### src/rtl/game_pkg.sv
// Shared map definitions for the tile renderer, map RAM and player controller.
package game_pkg;

    localparam int MAP_W  = 20;
    localparam int MAP_H  = 15;
    localparam int COL_W  = 5;
    localparam int ROW_W  = 4;
    localparam int TILE_W = 3;

    typedef enum logic [TILE_W-1:0] {
        TILE_ROAD   = 3'b000,
        TILE_GRASS  = 3'b001,
        TILE_PLAYER = 3'b010
    } tile_e;

    typedef enum logic [2:0] {
        ST_IDLE    = 3'd0,
        ST_READ    = 3'd1,
        ST_WR_OLD  = 3'd2,
        ST_WR_NEW  = 3'd3,
        ST_RESPAWN = 3'd4
    } state_e;

endpackage

### src/rtl/switch_debounce.sv
// Synchronizes and debounces one raw switch; pulses o_Rise when the debounced level goes high.
// Latency: 2 sync cycles + DEBOUNCE_CYCLES stable cycles. No backpressure.
module switch_debounce #(
    parameter int DEBOUNCE_CYCLES = 250000
) (
    input  logic i_Clk,
    input  logic i_Reset,
    input  logic i_Switch,
    output logic o_Rise
);

    localparam int CNT_W = $clog2(DEBOUNCE_CYCLES + 1);

    logic             meta_q;
    logic             sync_q;
    logic             level_q;
    logic             rise_q;
    logic [CNT_W-1:0] cnt_q;

    always_ff @(posedge i_Clk or posedge i_Reset) begin
        if (i_Reset) begin
            meta_q  <= 1'b0;
            sync_q  <= 1'b0;
            level_q <= 1'b0;
            rise_q  <= 1'b0;
            cnt_q   <= '0;
        end else begin
            meta_q <= i_Switch;
            sync_q <= meta_q;
            rise_q <= 1'b0;
            // Any cycle agreeing with the current level restarts the stability count.
            if (sync_q != level_q) begin
                if (cnt_q == CNT_W'(DEBOUNCE_CYCLES - 1)) begin
                    level_q <= sync_q;
                    rise_q  <= sync_q;
                    cnt_q   <= '0;
                end else begin
                    cnt_q <= cnt_q + 1'b1;
                end
            end else begin
                cnt_q <= '0;
            end
        end
    end

    assign o_Rise = rise_q;

endmodule

### src/rtl/player_move_ctrl.sv
// Player movement: debounced switch edges -> read target tile, restore old cell, stamp new cell.
// Latency: 4 busy cycles per move with ready high; edges while busy are dropped. WRAP_X_EN enables horizontal wrap.
module player_move_ctrl
    import game_pkg::*;
#(
    parameter int GRID_W          = MAP_W,
    parameter int GRID_H          = MAP_H,
    parameter int START_X         = 10,
    parameter int START_Y         = 14,
    parameter int DEBOUNCE_CYCLES = 250000
) (
    input  logic              i_Clk,
    input  logic              i_Reset,
    input  logic              i_Switch_1,
    input  logic              i_Switch_2,
    input  logic              i_Switch_3,
    input  logic              i_Switch_4,
    output logic [ROW_W-1:0]  o_Rd_Row,
    output logic [COL_W-1:0]  o_Rd_Col,
    input  logic [TILE_W-1:0] i_Rd_Tile,
    output logic              o_Wr_Valid,
    output logic [ROW_W-1:0]  o_Wr_Row,
    output logic [COL_W-1:0]  o_Wr_Col,
    output logic [TILE_W-1:0] o_Wr_Tile,
    input  logic              i_Wr_Ready,
    output logic [COL_W-1:0]  o_Player_X,
    output logic [ROW_W-1:0]  o_Player_Y,
    output logic              o_Busy,
    output logic              o_Level_Up
);

    logic up_e, dn_e, lf_e, rt_e;

    switch_debounce #(.DEBOUNCE_CYCLES(DEBOUNCE_CYCLES)) u_db_up (.i_Clk(i_Clk), .i_Reset(i_Reset), .i_Switch(i_Switch_1), .o_Rise(up_e));
    switch_debounce #(.DEBOUNCE_CYCLES(DEBOUNCE_CYCLES)) u_db_dn (.i_Clk(i_Clk), .i_Reset(i_Reset), .i_Switch(i_Switch_2), .o_Rise(dn_e));
    switch_debounce #(.DEBOUNCE_CYCLES(DEBOUNCE_CYCLES)) u_db_lf (.i_Clk(i_Clk), .i_Reset(i_Reset), .i_Switch(i_Switch_3), .o_Rise(lf_e));
    switch_debounce #(.DEBOUNCE_CYCLES(DEBOUNCE_CYCLES)) u_db_rt (.i_Clk(i_Clk), .i_Reset(i_Reset), .i_Switch(i_Switch_4), .o_Rise(rt_e));

    state_e              state_q;
    logic                rd_wait_q;
    logic [COL_W-1:0]    player_x_q, tx_q, rd_col_q, wr_col_q;
    logic [ROW_W-1:0]    player_y_q, ty_q, rd_row_q, wr_row_q;
    logic [TILE_W-1:0]   under_q, new_under_q, wr_tile_q;
    logic                wr_valid_q, busy_q, level_q;

    logic                mv_ok_d;
    logic [COL_W-1:0]    mv_x_d;
    logic [ROW_W-1:0]    mv_y_d;

    // Priority up > down > left > right; lower-priority edges in the same cycle are lost.
    always_comb begin
        mv_ok_d = 1'b0;
        mv_x_d  = player_x_q;
        mv_y_d  = player_y_q;
        if (up_e) begin
            mv_ok_d = (player_y_q != '0);
            mv_y_d  = player_y_q - 1'b1;
        end else if (dn_e) begin
            mv_ok_d = (player_y_q != ROW_W'(GRID_H - 1));
            mv_y_d  = player_y_q + 1'b1;
        end else if (lf_e) begin
`ifdef WRAP_X_EN
            mv_ok_d = 1'b1;
            mv_x_d  = (player_x_q == '0) ? COL_W'(GRID_W - 1) : player_x_q - 1'b1;
`else
            mv_ok_d = (player_x_q != '0);
            mv_x_d  = player_x_q - 1'b1;
`endif
        end else if (rt_e) begin
`ifdef WRAP_X_EN
            mv_ok_d = 1'b1;
            mv_x_d  = (player_x_q == COL_W'(GRID_W - 1)) ? '0 : player_x_q + 1'b1;
`else
            mv_ok_d = (player_x_q != COL_W'(GRID_W - 1));
            mv_x_d  = player_x_q + 1'b1;
`endif
        end
    end

    always_ff @(posedge i_Clk or posedge i_Reset) begin
        if (i_Reset) begin
            state_q     <= ST_IDLE;
            rd_wait_q   <= 1'b0;
            player_x_q  <= COL_W'(START_X);
            player_y_q  <= ROW_W'(START_Y);
            tx_q        <= '0;
            ty_q        <= '0;
            rd_row_q    <= '0;
            rd_col_q    <= '0;
            wr_row_q    <= '0;
            wr_col_q    <= '0;
            wr_tile_q   <= '0;
            wr_valid_q  <= 1'b0;
            under_q     <= TILE_GRASS;
            new_under_q <= '0;
            busy_q      <= 1'b0;
            level_q     <= 1'b0;
        end else begin
            level_q <= 1'b0;
            case (state_q)
                ST_IDLE: begin
                    if (mv_ok_d) begin
                        tx_q      <= mv_x_d;
                        ty_q      <= mv_y_d;
                        rd_row_q  <= mv_y_d;
                        rd_col_q  <= mv_x_d;
                        rd_wait_q <= 1'b1;
                        busy_q    <= 1'b1;
                        state_q   <= ST_READ;
                    end
                end
                // First READ cycle presents the address; read data is valid on the second.
                ST_READ: begin
                    if (rd_wait_q) begin
                        rd_wait_q <= 1'b0;
                    end else begin
                        new_under_q <= i_Rd_Tile;
                        wr_valid_q  <= 1'b1;
                        wr_row_q    <= player_y_q;
                        wr_col_q    <= player_x_q;
                        wr_tile_q   <= under_q;
                        state_q     <= ST_WR_OLD;
                    end
                end
                ST_WR_OLD: begin
                    if (i_Wr_Ready) begin
                        wr_row_q  <= ty_q;
                        wr_col_q  <= tx_q;
                        wr_tile_q <= TILE_PLAYER;
                        state_q   <= ST_WR_NEW;
                    end
                end
                ST_WR_NEW: begin
                    if (i_Wr_Ready) begin
                        player_x_q <= tx_q;
                        player_y_q <= ty_q;
                        under_q    <= new_under_q;
                        wr_valid_q <= 1'b0;
                        if (ty_q == '0) begin
                            level_q  <= 1'b1;
                            tx_q     <= COL_W'(START_X);
                            ty_q     <= ROW_W'(START_Y);
                            rd_row_q <= ROW_W'(START_Y);
                            rd_col_q <= COL_W'(START_X);
                            state_q  <= ST_RESPAWN;
                        end else begin
                            busy_q  <= 1'b0;
                            state_q <= ST_IDLE;
                        end
                    end
                end
                // Spawn address is already on the bus, so this stands in for the READ wait cycle.
                ST_RESPAWN: begin
                    rd_wait_q <= 1'b0;
                    state_q   <= ST_READ;
                end
                default: begin
                    busy_q  <= 1'b0;
                    state_q <= ST_IDLE;
                end
            endcase
        end
    end

    assign o_Rd_Row   = rd_row_q;
    assign o_Rd_Col   = rd_col_q;
    assign o_Wr_Valid = wr_valid_q;
    assign o_Wr_Row   = wr_row_q;
    assign o_Wr_Col   = wr_col_q;
    assign o_Wr_Tile  = wr_tile_q;
    assign o_Player_X = player_x_q;
    assign o_Player_Y = player_y_q;
    assign o_Busy     = busy_q;
    assign o_Level_Up = level_q;

endmodule

### config.mk
export PLATFORM = sky130hd
export DESIGN_NAME = player_move_ctrl
export DESIGN_NICKNAME = d
export VERILOG_FILES = /design/src/rtl/game_pkg.sv /design/src/rtl/switch_debounce.sv /design/src/rtl/player_move_ctrl.sv
export SDC_FILE = /design/constraint.sdc
export NUM_CORES = 1
export LEC_CHECK = 0
export BUFFER_PORTS_ARGS = -buffer_cell sky130_fd_sc_hd__buf_2
export CORE_ASPECT_RATIO = 0.6
export CORE_MARGIN = 4
export CORE_UTILIZATION = 58
export CTS_CLUSTER_DIAMETER = 40
export DETAILED_ROUTE_END_ITERATION = 12
export PLACE_DENSITY_LB_ADDON = 0.3
export SETUP_SLACK_MARGIN = 0.4
export SLEW_MARGIN = 20
export SYNTH_ARGS = -nofsm -noshare
export SYNTH_HDL_FRONTEND = slang
export SYNTH_SLANG_ARGS = --single-unit
export TNS_END_PERCENT = 20
### constraint.sdc
create_clock -name i_Clk -period 4.3 [get_ports i_Clk]
set_input_delay 0.43 -clock i_Clk [delete_from_list [all_inputs] [get_ports i_Clk]]
set_output_delay 0.43 -clock i_Clk [all_outputs]
set_load 0.05 [all_outputs]
==> results of run 1 <==
[layout make-up]
type / instances / area [sq um] / share of cell area
Timing Repair Buffer: 45 / 233 / 0.0331
Clock buffer: 26 / 479 / 0.0681
Sequential cell: 131 / 3290 / 0.467
Inverter: 12 / 48.8 / 0.00693
Multi-Input combinational cell: 433 / 2770 / 0.393
Clock inverter: 6 / 57.6 / 0.00817
Tap cell: 135 / 169 / 0.0240
[report_power, final]
part	internal (mW)	switching (mW)	total (mW)
clock	0.821	0.494	1.31
combinational	0.0142	0.0428	0.0570
sequential	1.25	0.0113	1.26
[synthesized netlist by cell type (all sizes together) (5+ instances only)]
cell type  number  share of area
dfrtp         125           0.51
inv            12         0.0073
mux2           26          0.052
nand4          14          0.014
and4            7         0.0099
o21ai          11         0.0089
xnor2          32          0.045
clkbuf         14         0.0085
dfstp           6          0.026
ha             10          0.020
a21oi          14          0.011
nor4b           6         0.0085
xor2           41          0.058
nor3b           5         0.0061
nor2          109          0.066
a31oi           5         0.0051
nor4            5         0.0051
nand3b          5         0.0061
nand2          55          0.034
and3           12          0.012
nor3           10         0.0089
nand3          29          0.024
[cell usage in the layout, fill, tap and decap left out, types with 8 or more instances in the layout]
master,synthesis,layout
o21ai_0,10,10
ha_1,10,10
clkbuf_16,0,17
and3_1,12,12
nand4_1,14,14
mux2_4,8,8
mux2_2,16,16
nor3_1,9,9
a21oi_1,14,14
nor2_1,109,109
nand3_1,29,29
buf_2,0,42
xor2_1,41,41
dfrtp_1,125,125
inv_1,12,11
xnor2_1,32,32
nand2_1,55,55
[registers in the layout, indices dropped and copies added, names as in the netlist, 3 cells and up]
| register | flops |
|---|---|
| o_Wr_Row | 4 |
| state_q | 3 |
| o_Wr_Tile | 3 |
| u_db_dn.cnt_q | 18 |
| o_Player_X | 5 |
| u_db_rt.cnt_q | 18 |
| under_q | 3 |
| o_Wr_Col | 5 |
| o_Player_Y | 4 |
| o_Rd_Col | 5 |
| u_db_lf.cnt_q | 18 |
| u_db_up.cnt_q | 18 |
| new_under_q | 3 |
| o_Rd_Row | 4 |
[metal layers]
metal / up-vias / share of wire
met5: - / 0
met4: 0 / 0.0093
met3: 15 / 0.055
met2: 125 / 0.45
met1: 2238 / 0.49
li1: 2125 / -
[through the flow]
stage | std cells | worst slack, ns | util
after floorplan | 591 | 1.86 | -
after global placement | 756 | 2.02 | 0.645
after detailed placement | 756 | 1.94 | 0.645
after CTS | 788 | 1.94 | 0.698
after global routing | 788 | 1.79 | 0.698
final | 788 | 1.93 | 0.698
[kinds of logic after synthesis]
family	after synthesis	synth area share
flip-flops	131	0.533
multiplexers	28	0.0556
AO/OA/AOI/OAI	44	0.0493
adder cells (fa/ha/maj)	10	0.0203
AND/OR/NAND/NOR	278	0.220
XOR/XNOR	73	0.104
buffers and inverters	27	0.0177
[worst paths after layout]
| path | start | endpoint | cells past startpoint |
|---|---|---|---|
| worst max-delay path | o_Player_X[0]$_DFFE_PP0P_ | o_Rd_Row[2]$_DFFE_PP0P_ | 7 |
| worst min-delay path | i_Switch_1 | u_db_up.meta_q$_DFF_PP0_ | 1 |
| worst max register to register | o_Player_X[0]$_DFFE_PP0P_ | o_Rd_Row[2]$_DFFE_PP0P_ | 7 |
| worst min register to register | u_db_lf.meta_q$_DFF_PP0_ | u_db_lf.sync_q$_DFF_PP0_ | 0 |
| max in group asynchronous | i_Reset | o_Rd_Col[3]$_DFFE_PP0P_ | 3 |
| min in group asynchronous | i_Reset | u_db_dn.meta_q$_DFF_PP0_ | 2 |
[critical path, cell delays in order (launching register included)]
cell and delay [ns]:
dfrtp_1 0.42, inv_1 0.14, ha_1 0.19, or4b_4 0.47
a221oi_2 0.32, o211ai_2 0.16, o221ai_4 0.21, mux2_4 0.34
==> results.py, run 1 <==
metrics = {
    "run_status": {
        "status": "finished, final reports clean",
    },
    "sta": {
        "rsz0062_at_grt": "no",
        "skew_ns": 0.0157,
        "min_period_ns": 2.37,
        "max_freq_mhz": 422,
        "min_period_over_period": 0.551,
        "finalSetupTns_ns": 0,
        "slew_headroom": 0.407,
        "finalHoldViolCount": 0,
        "worstMarginPinSlew_ns": 0.887,
        "slew_violations": 0,
        "hold_slack_ns": 0.119,
        "finalSetupViolCount": 0,
    },
    "detailed_routing": {
        "wl_mm": 12.4,
        "vias": 4503,
        "drc_errors": 0,
        "wl_per_cell_um": 15.7,
        "drtIter0Drc": 315,
        "antenna_left": 0,
        "drt_first_pass_iters": 5,
        "vias_per_cell": 5.71,
    },
    "setup_path": {
        "path_max_fanout": 9,
        "cp-end-kind": "flop",
        "critical_path_class": "reg2reg",
        "r2r_slack_ns": 1.93,
        "critPathArrivalTime_ns": 2.66,
        "crit_required_ns": 4.59,
        "crit_path_start_kind": "flop",
    },
    "final_layout": {
        "area_delta_synth_final_pct": 14.3,
        "postLayoutCellArea_sq_um": 7040,
        "drive_above_1_share": 0.164,
        "fillCellCount": 736,
        "antennaDiodeCount": 0,
        "fin_nets": 660,
    },
    "cts": {
        "cts_root_buf": "clkbuf_16",
        "worstSkewPairLatency_ns": 0.41,
        "cts.path.max_buffers": 2,
        "cts.sinks": 131,
        "hold_buffers": 0,
        "htree_levels": 4,
        "cts_setup_buffers": 0,
        "cts_tree": "built",
        "cts_buffers": 17,
        "clk_pin_slew_ns": 0.06,
        "ctsResizeCount": 0,
    },
    "power_and_ir_drop": {
        "powerDensity_nw_per_um2": 374,
        "peakVddDrop_v": 0.000284,
        "total_power_mw": 2.63,
        "p_leak_nw": 3.23,
    },
    "grt": {
        "grt.total_usage": 0.214,
        "grt-busiest-layer": "met2",
        "grt_pass1_wl_mm": 21.0,
        "overflow": 0,
        "grt_max_degree": 49,
        "use_met2": 0.321,
        "met1_usage": 0.306,
        "grt_use_met3": 0.0551,
        "antenna_found_initial": 0,
        "grt_pass1_vias": 4214,
    },
    "yosys": {
        "syn_nets": 611,
        "synth_area_sq_um": 6160,
        "ys_seq_elements": 131,
        "synthArstFlopShare": 1.00,
        "synthCells": 591,
        "yosysSeqAreaShare": 0.533,
        "netlist-cell-type-count": 55,
        "synth_edf_count": 0,
        "syn_avg_cell_area_sq_um": 10.4,
        "yosysWarningCount": 0,
        "ys.flop_type": "dfrtp_1",
    },
    "floorplan": {
        "fp.dieW_um": 141,
        "ios": 43,
        "initial_utilization": 0.611,
        "core_sq_um": 10100,
        "die_h_um": 87.8,
        "dieArea_sq_um": 12400,
        "rows": 28,
    },
    "placement": {
        "gp_congestion": 0.823,
        "dp_hpwl_mm": 8.38,
        "placed_cell_area_sq_um": 6500,
        "numPortBuffers": 42,
    },
    "hold_path": {
        "hp-class": "in2reg",
    },
    "job": {
        "cap_violations": 0,
    },
}
(Power assumes the default switching activity.)
==> run 2, diff against run 1 <==
- ABC_AREA: not set -> 1
- clock period: 4.3 -> 2.4 ns (I/O delays scaled with it)
==> results.py, run 2 <==
metrics = {
    "run_status": {
        "status": "finished, final reports clean",
    },
    "grt": {
        "grt_pass1_vias": 5473,
        "grt_pass1_wl_mm": 27.0,
        "grt_max_degree": 70,
        "grt.total_usage": 0.243,
        "antenna_found_initial": 0,
        "overflow": 0,
    },
    "sta": {
        "skew_ns": 0.00891,
        "max_freq_mhz": 549,
        "worstMarginPinSlew_ns": 0.777,
        "finalSetupViolCount": 0,
        "finalHoldViolCount": 0,
        "finalSetupTns_ns": 0,
        "rsz0062_at_grt": "no",
        "min_period_over_period": 0.759,
        "min_period_ns": 1.82,
        "slew_violations": 0,
        "slew_headroom": 0.482,
    },
    "floorplan": {
        "die_h_um": 92.5,
        "initial_utilization": 0.602,
        "ios": 43,
        "fp.dieW_um": 149,
        "rows": 30,
        "core_sq_um": 11400,
        "dieArea_sq_um": 13800,
    },
    "setup_path": {
        "reg2reg_from": "o_Player_X[1]$_DFFE_PP1P_",
        "crit_path_start_kind": "flop",
        "reg2reg_depth": 10,
        "cp-end-kind": "flop",
        "crit_required_ns": 2.70,
        "path_depth": 10,
        "cp-startpoint": "o_Player_X[1]$_DFFE_PP1P_",
        "crit_slowest_cell": "dfstp_2",
        "path_delay_family": "simple AND/OR/NAND/NOR gates",
        "critPathArrivalTime_ns": 2.12,
        "crit_path_end": "o_Rd_Row[3]$_DFFE_PP0P_",
        "cp_slowest_stage_delay_ns": 0.59,
        "r2r_slack_ns": 0.58,
        "cp_common_cell": "nand2_1",
        "path_max_fanout": 9,
        "cp_cell_sequence": "inv_1, ha_1, nor2_1, nor2_1, nand3_1, nand2_1, nand3_4, nand3_4, nand2_1, nand2_1",
        "critical_path_class": "reg2reg",
        "r2r_end": "o_Rd_Row[3]$_DFFE_PP0P_",
        "path_buf_inv": 1,
    },
    "placement": {
        "dp_hpwl_mm": 11.2,
        "gp_congestion": 0.981,
        "numPortBuffers": 42,
    },
    "power_and_ir_drop": {
        "peakVddDrop_v": 0.000522,
        "total_power_mw": 8.08,
        "powerDensity_nw_per_um2": 1020,
        "p_leak_nw": 3.74,
    },
    "cts": {
        "cts.path.max_buffers": 2,
        "cts_buffers": 17,
        "htree_levels": 4,
        "worstSkewPairLatency_ns": 0.41,
        "cts_root_buf": "clkbuf_16",
        "cts.sinks": 131,
        "clk_pin_slew_ns": 0.05,
        "cts_tree": "built",
    },
    "hold_path": {
        "hp-class": "in2reg",
    },
    "yosys": {
        "yosysMostFrequentCell": "nand2_1",
        "synth_common_cells": "nand2_1 (200), nor2_1 (148), dfrtp_1 (125), inv_1 (105), nand3_1 (60)",
        "synth_largest_type_area_fraction": 0.454,
        "synth_area_sq_um": 6900,
        "yosysSeqAreaShare": 0.477,
        "synth.area.top_cells": "dfrtp_1 (45%), nand2_1 (11%), nor2_1 (8.1%)",
        "netlist-cell-type-count": 36,
        "synth_edf_count": 0,
        "syn_avg_cell_area_sq_um": 7.80,
        "syn_nets": 904,
        "synthArstFlopShare": 1.00,
        "yosysWarningCount": 0,
        "synthCells": 884,
        "ys_seq_elements": 131,
        "ys.flop_type": "dfrtp_1",
        "synth.largest_area_cell": "dfrtp_1",
    },
    "detailed_routing": {
        "drc_errors": 0,
        "wl_per_cell_um": 14.1,
        "vias_per_cell": 5.38,
        "drtIter0Drc": 679,
        "wl_met1_mm": 8.12,
        "antenna_left": 0,
        "highest_layer": "met4",
        "wl_met2_mm": 6.41,
        "drt_first_pass_iters": 5,
        "wl_mm": 15.8,
        "vias": 6025,
        "wl_met3_mm": 1.15,
    },
    "final_layout": {
        "multi_input_area_sq_um": 3150,
        "most-common-layout-cells": "nand2_1 (200), nor2_1 (148), dfrtp_1 (125)",
        "fin_nets": 966,
        "drive_above_1_share": 0.116,
        "fillCellCount": 917,
        "antennaDiodeCount": 0,
        "ff_latch_area_sq_um": 3290,
        "mostFrequentLayoutCell": "nand2_1",
        "area_delta_synth_final_pct": 15.5,
    },
    "job": {
        "cap_violations": 0,
    },
}
==> run 2: worst min path at each step <==
stage / startpoint / to / slack, ns / cells after the start
global route: i_Rd_Tile[1] / new_under_q[1]$_DFFE_PP0P_ / 0.08 / 3
global placement: u_db_rt.meta_q$_DFF_PP0_ / u_db_rt.sync_q$_DFF_PP0_ / 0.34 / 0
floorplan: i_Switch_2 / u_db_dn.meta_q$_DFF_PP0_ / 0.27 / 0
finish: i_Rd_Tile[1] / new_under_q[1]$_DFFE_PP0P_ / 0.08 / 3
CTS: i_Rd_Tile[1] / new_under_q[1]$_DFFE_PP0P_ / 0.07 / 3
detailed placement: u_db_dn.meta_q$_DFF_PP0_ / u_db_dn.sync_q$_DFF_PP0_ / 0.34 / 0
==> run 2: power breakdown <==
part           switching, mW  internal (mW)
registers              0.324           2.58
logic                   1.95          0.701
clock network          0.890           1.64
total                   3.17           4.92
==> run 2: final cells by class <==
cell class,instances,area share
inverters,109,0.0519
clock inverters,5,0.00943
flip-flops and latches,131,0.413
clock buffers,27,0.0632
repair buffers,55,0.0418
multi-input cells,632,0.396
well taps,160,0.0251
==> run 2: worst min-delay path: stages <==
cell and delay [ns]:
buf_2 0.07, nor2_1 0.03, a21oi_1 0.10
==> run 2: cells by family after synthesis <==
group / share of synthesized area
AO/OA/AOI/OAI: 0.0604
flip-flops: 0.477
XOR/XNOR: 0.0508
buffers and inverters: 0.0693
AND/OR/NAND/NOR: 0.325
adder cells (fa/ha/maj): 0.0181
==> run 2: metal layers <==
layer | up-vias | track usage
met4 | 0 | 0.0526
met3 | 13 | 0.0582
met1 | 2810 | 0.386
met5 | - | 0
li1 | 2991 | -
met2 | 211 | 0.334
==> run 2: what timing repair did <==
action,in CTS,in global routing
hold buffers,5,0
setup buffers,0,0
gates resized for setup,0,3
setup endpoints to repair,0,9
endpoints found under the hold margin,69,0
==> run 2: stage by stage <==
| step | utilization | cell area [sq um] | setup slack (ns) | hold slack (ns) | cells |
|---|---|---|---|---|---|
| floorplan | - | 6900 | 0.542 | 0.271 | 884 |
| global placement | 0.639 | 7310 | 0.552 | 0.335 | 1082 |
| detailed placement | 0.639 | 7310 | 0.502 | 0.342 | 1082 |
| CTS | 0.694 | 7940 | 0.414 | 0.0741 | 1119 |
| global route | 0.695 | 7960 | 0.421 | 0.0753 | 1119 |
| finish | 0.695 | 7960 | 0.579 | 0.0778 | 1119 |
==> run 3, diff against run 2 <==
- ABC_AREA: 1 -> 0
- CORE_UTILIZATION: 58 -> 54
- clock period: 2.4 -> 1.65 ns (I/O delays scaled with it)
==> results.py, run 3 (synthesis results as in run 1) <==
metrics = {
    "run_status": {
        "status": "finished, violations left",
        "violations": "setup timing",
    },
    "detailed_routing": {
        "wl_mm": 22.0,
        "vias_per_cell": 6.27,
        "antenna_left": 0,
        "drc_errors": 0,
        "wl_per_cell_um": 24.4,
        "vias": 5652,
        "drtIter0Drc": 549,
        "drt_first_pass_iters": 7,
    },
    "power_and_ir_drop": {
        "powerDensity_nw_per_um2": 840,
        "peakVddDrop_v": 0.000713,
        "total_power_mw": 8.16,
        "p_leak_nw": 4.11,
    },
    "placement": {
        "dp_hpwl_mm": 9.62,
        "numPortBuffers": 42,
        "gp_congestion": 0.875,
        "placed_cell_area_sq_um": 7060,
        "place_ws_ns": -0.608,
        "dpl.cell_count": 822,
    },
    "sta": {
        "rsz0062_at_grt": "yes",
        "skew_ns": 0.0133,
        "finalSetupTns_ns": -7.63,
        "finalSetupViolCount": 19,
        "worstMarginPinSlew_ns": 0.638,
        "max_freq_mhz": 435,
        "slew_headroom": 0.572,
        "slew_violations": 0,
        "finalHoldViolCount": 0,
        "min_period_over_period": 1.39,
        "hold_slack_ns": 0.236,
        "min_period_ns": 2.30,
        "setup_ws_ns": -0.649,
    },
    "final_layout": {
        "antennaDiodeCount": 0,
        "postLayoutCellArea_sq_um": 9720,
        "fillCellCount": 367,
        "final_core_util": 0.896,
        "fin_cells": 902,
        "most-common-layout-cells": "dfrtp_1 (106), buf_4 (74), nor2_4 (65)",
        "drive_above_1_share": 0.519,
        "fin_nets": 771,
        "mostFrequentLayoutCell": "dfrtp_1",
        "area_delta_synth_final_pct": 57.7,
    },
    "floorplan": {
        "initial_utilization": 0.568,
        "die_h_um": 90.7,
        "core_sq_um": 10800,
        "ios": 43,
        "fp.dieW_um": 146,
        "dieArea_sq_um": 13200,
        "rows": 29,
    },
    "grt": {
        "grt_max_degree": 40,
        "antenna_found_initial": 0,
        "grt_pass1_wl_mm": 29.8,
        "grt.total_usage": 0.284,
        "overflow": 0,
        "grt_pass1_vias": 5658,
    },
    "setup_path": {
        "critPathArrivalTime_ns": 2.61,
        "crit_slowest_cell": "or4b_4",
        "cp_slowest_stage_delay_ns": 0.48,
        "path_max_fanout": 3,
        "crit_required_ns": 1.96,
        "critical_path_class": "reg2reg",
        "crit_path_start_kind": "flop",
        "path_delay_family": "compound AO/OA/AOI/OAI gates",
        "cp_cell_sequence": "inv_2, ha_4, or4b_4, a221oi_4, o211ai_4, buf_4, buf_4, a21oi_1, a21oi_1",
        "path_buf_inv": 3,
        "cp-end-kind": "flop",
    },
    "cts": {
        "cts_root_buf": "clkbuf_16",
        "cts_buffers": 17,
        "clk_pin_slew_ns": 0.06,
        "cts.path.max_buffers": 2,
        "cts_tree": "built",
        "cts.sinks": 131,
        "worstSkewPairLatency_ns": 0.43,
        "htree_levels": 4,
    },
    "job": {
        "cap_violations": 0,
    },
    "hold_path": {
        "hp-class": "in2reg",
    },
}
[run 3: path summary, 6_finish.rpt]
| kind | cells after the start | endpoint | slack, ns | startpoint |
|---|---|---|---|---|
| min in group asynchronous | 3 | u_db_lf.cnt_q[11]$_DFF_PP0_ | 0.42 | i_Reset |
| max in group asynchronous | 4 | o_Player_Y[1]$_DFFE_PP1P_ | 0.60 | i_Reset |
| hold / removal | 4 | o_Wr_Valid$_DFFE_PP0P_ | 0.24 | i_Wr_Ready |
| hold reg to reg | 0 | u_db_dn.sync_q$_DFF_PP0_ | 0.36 | u_db_dn.meta_q$_DFF_PP0_ |
| setup / recovery | 9 | state_q[0]$_DFFE_PP0P_ | -0.65 | o_Player_X[0]$_DFFE_PP0P_ |
| setup reg to reg | 9 | state_q[0]$_DFFE_PP0P_ | -0.65 | o_Player_X[0]$_DFFE_PP0P_ |
[run 3: worst min-delay path, stage by stage]
cell and delay [ns]:
buf_2 0.19, inv_1 0.11, o21ai_0 0.08, o21ai_0 0.08
[run 3: area by class of cell]
cell class / instances / area [sq um] / area share
multi-input combinational: 434 / 3930 / 0.404
sequential: 131 / 3310 / 0.340
timing repair buffer: 155 / 1570 / 0.162
clock buffer: 17 / 425 / 0.0438
clock inverter: 14 / 260 / 0.0268
tap: 139 / 174 / 0.0179
inverter: 12 / 48.8 / 0.00502
[run 3: layer usage]
metal	global-route usage	wire length (um)	vias to the layer above
li1	-	-	2368
met1	0.359	8460	2863
met2	0.480	11000	317
met3	0.0612	1520	104
met4	0.108	1020	0
met5	0	0	-
[run 3: repair_timing]
item	CTS	global route
endpoints found under the hold margin	29	0
setup endpoints to repair	138	148
gates cloned	3	2
hold buffers	8	0
buffers inserted	14	22
resized for setup	283	119
pin swaps	110	69
[run 3: report_power, final]
part,leakage (nW),switching [mW],internal [mW]
clock network,0.337,1.52,2.98
logic,2.09,0.208,0.165
registers,1.68,0.0426,3.25
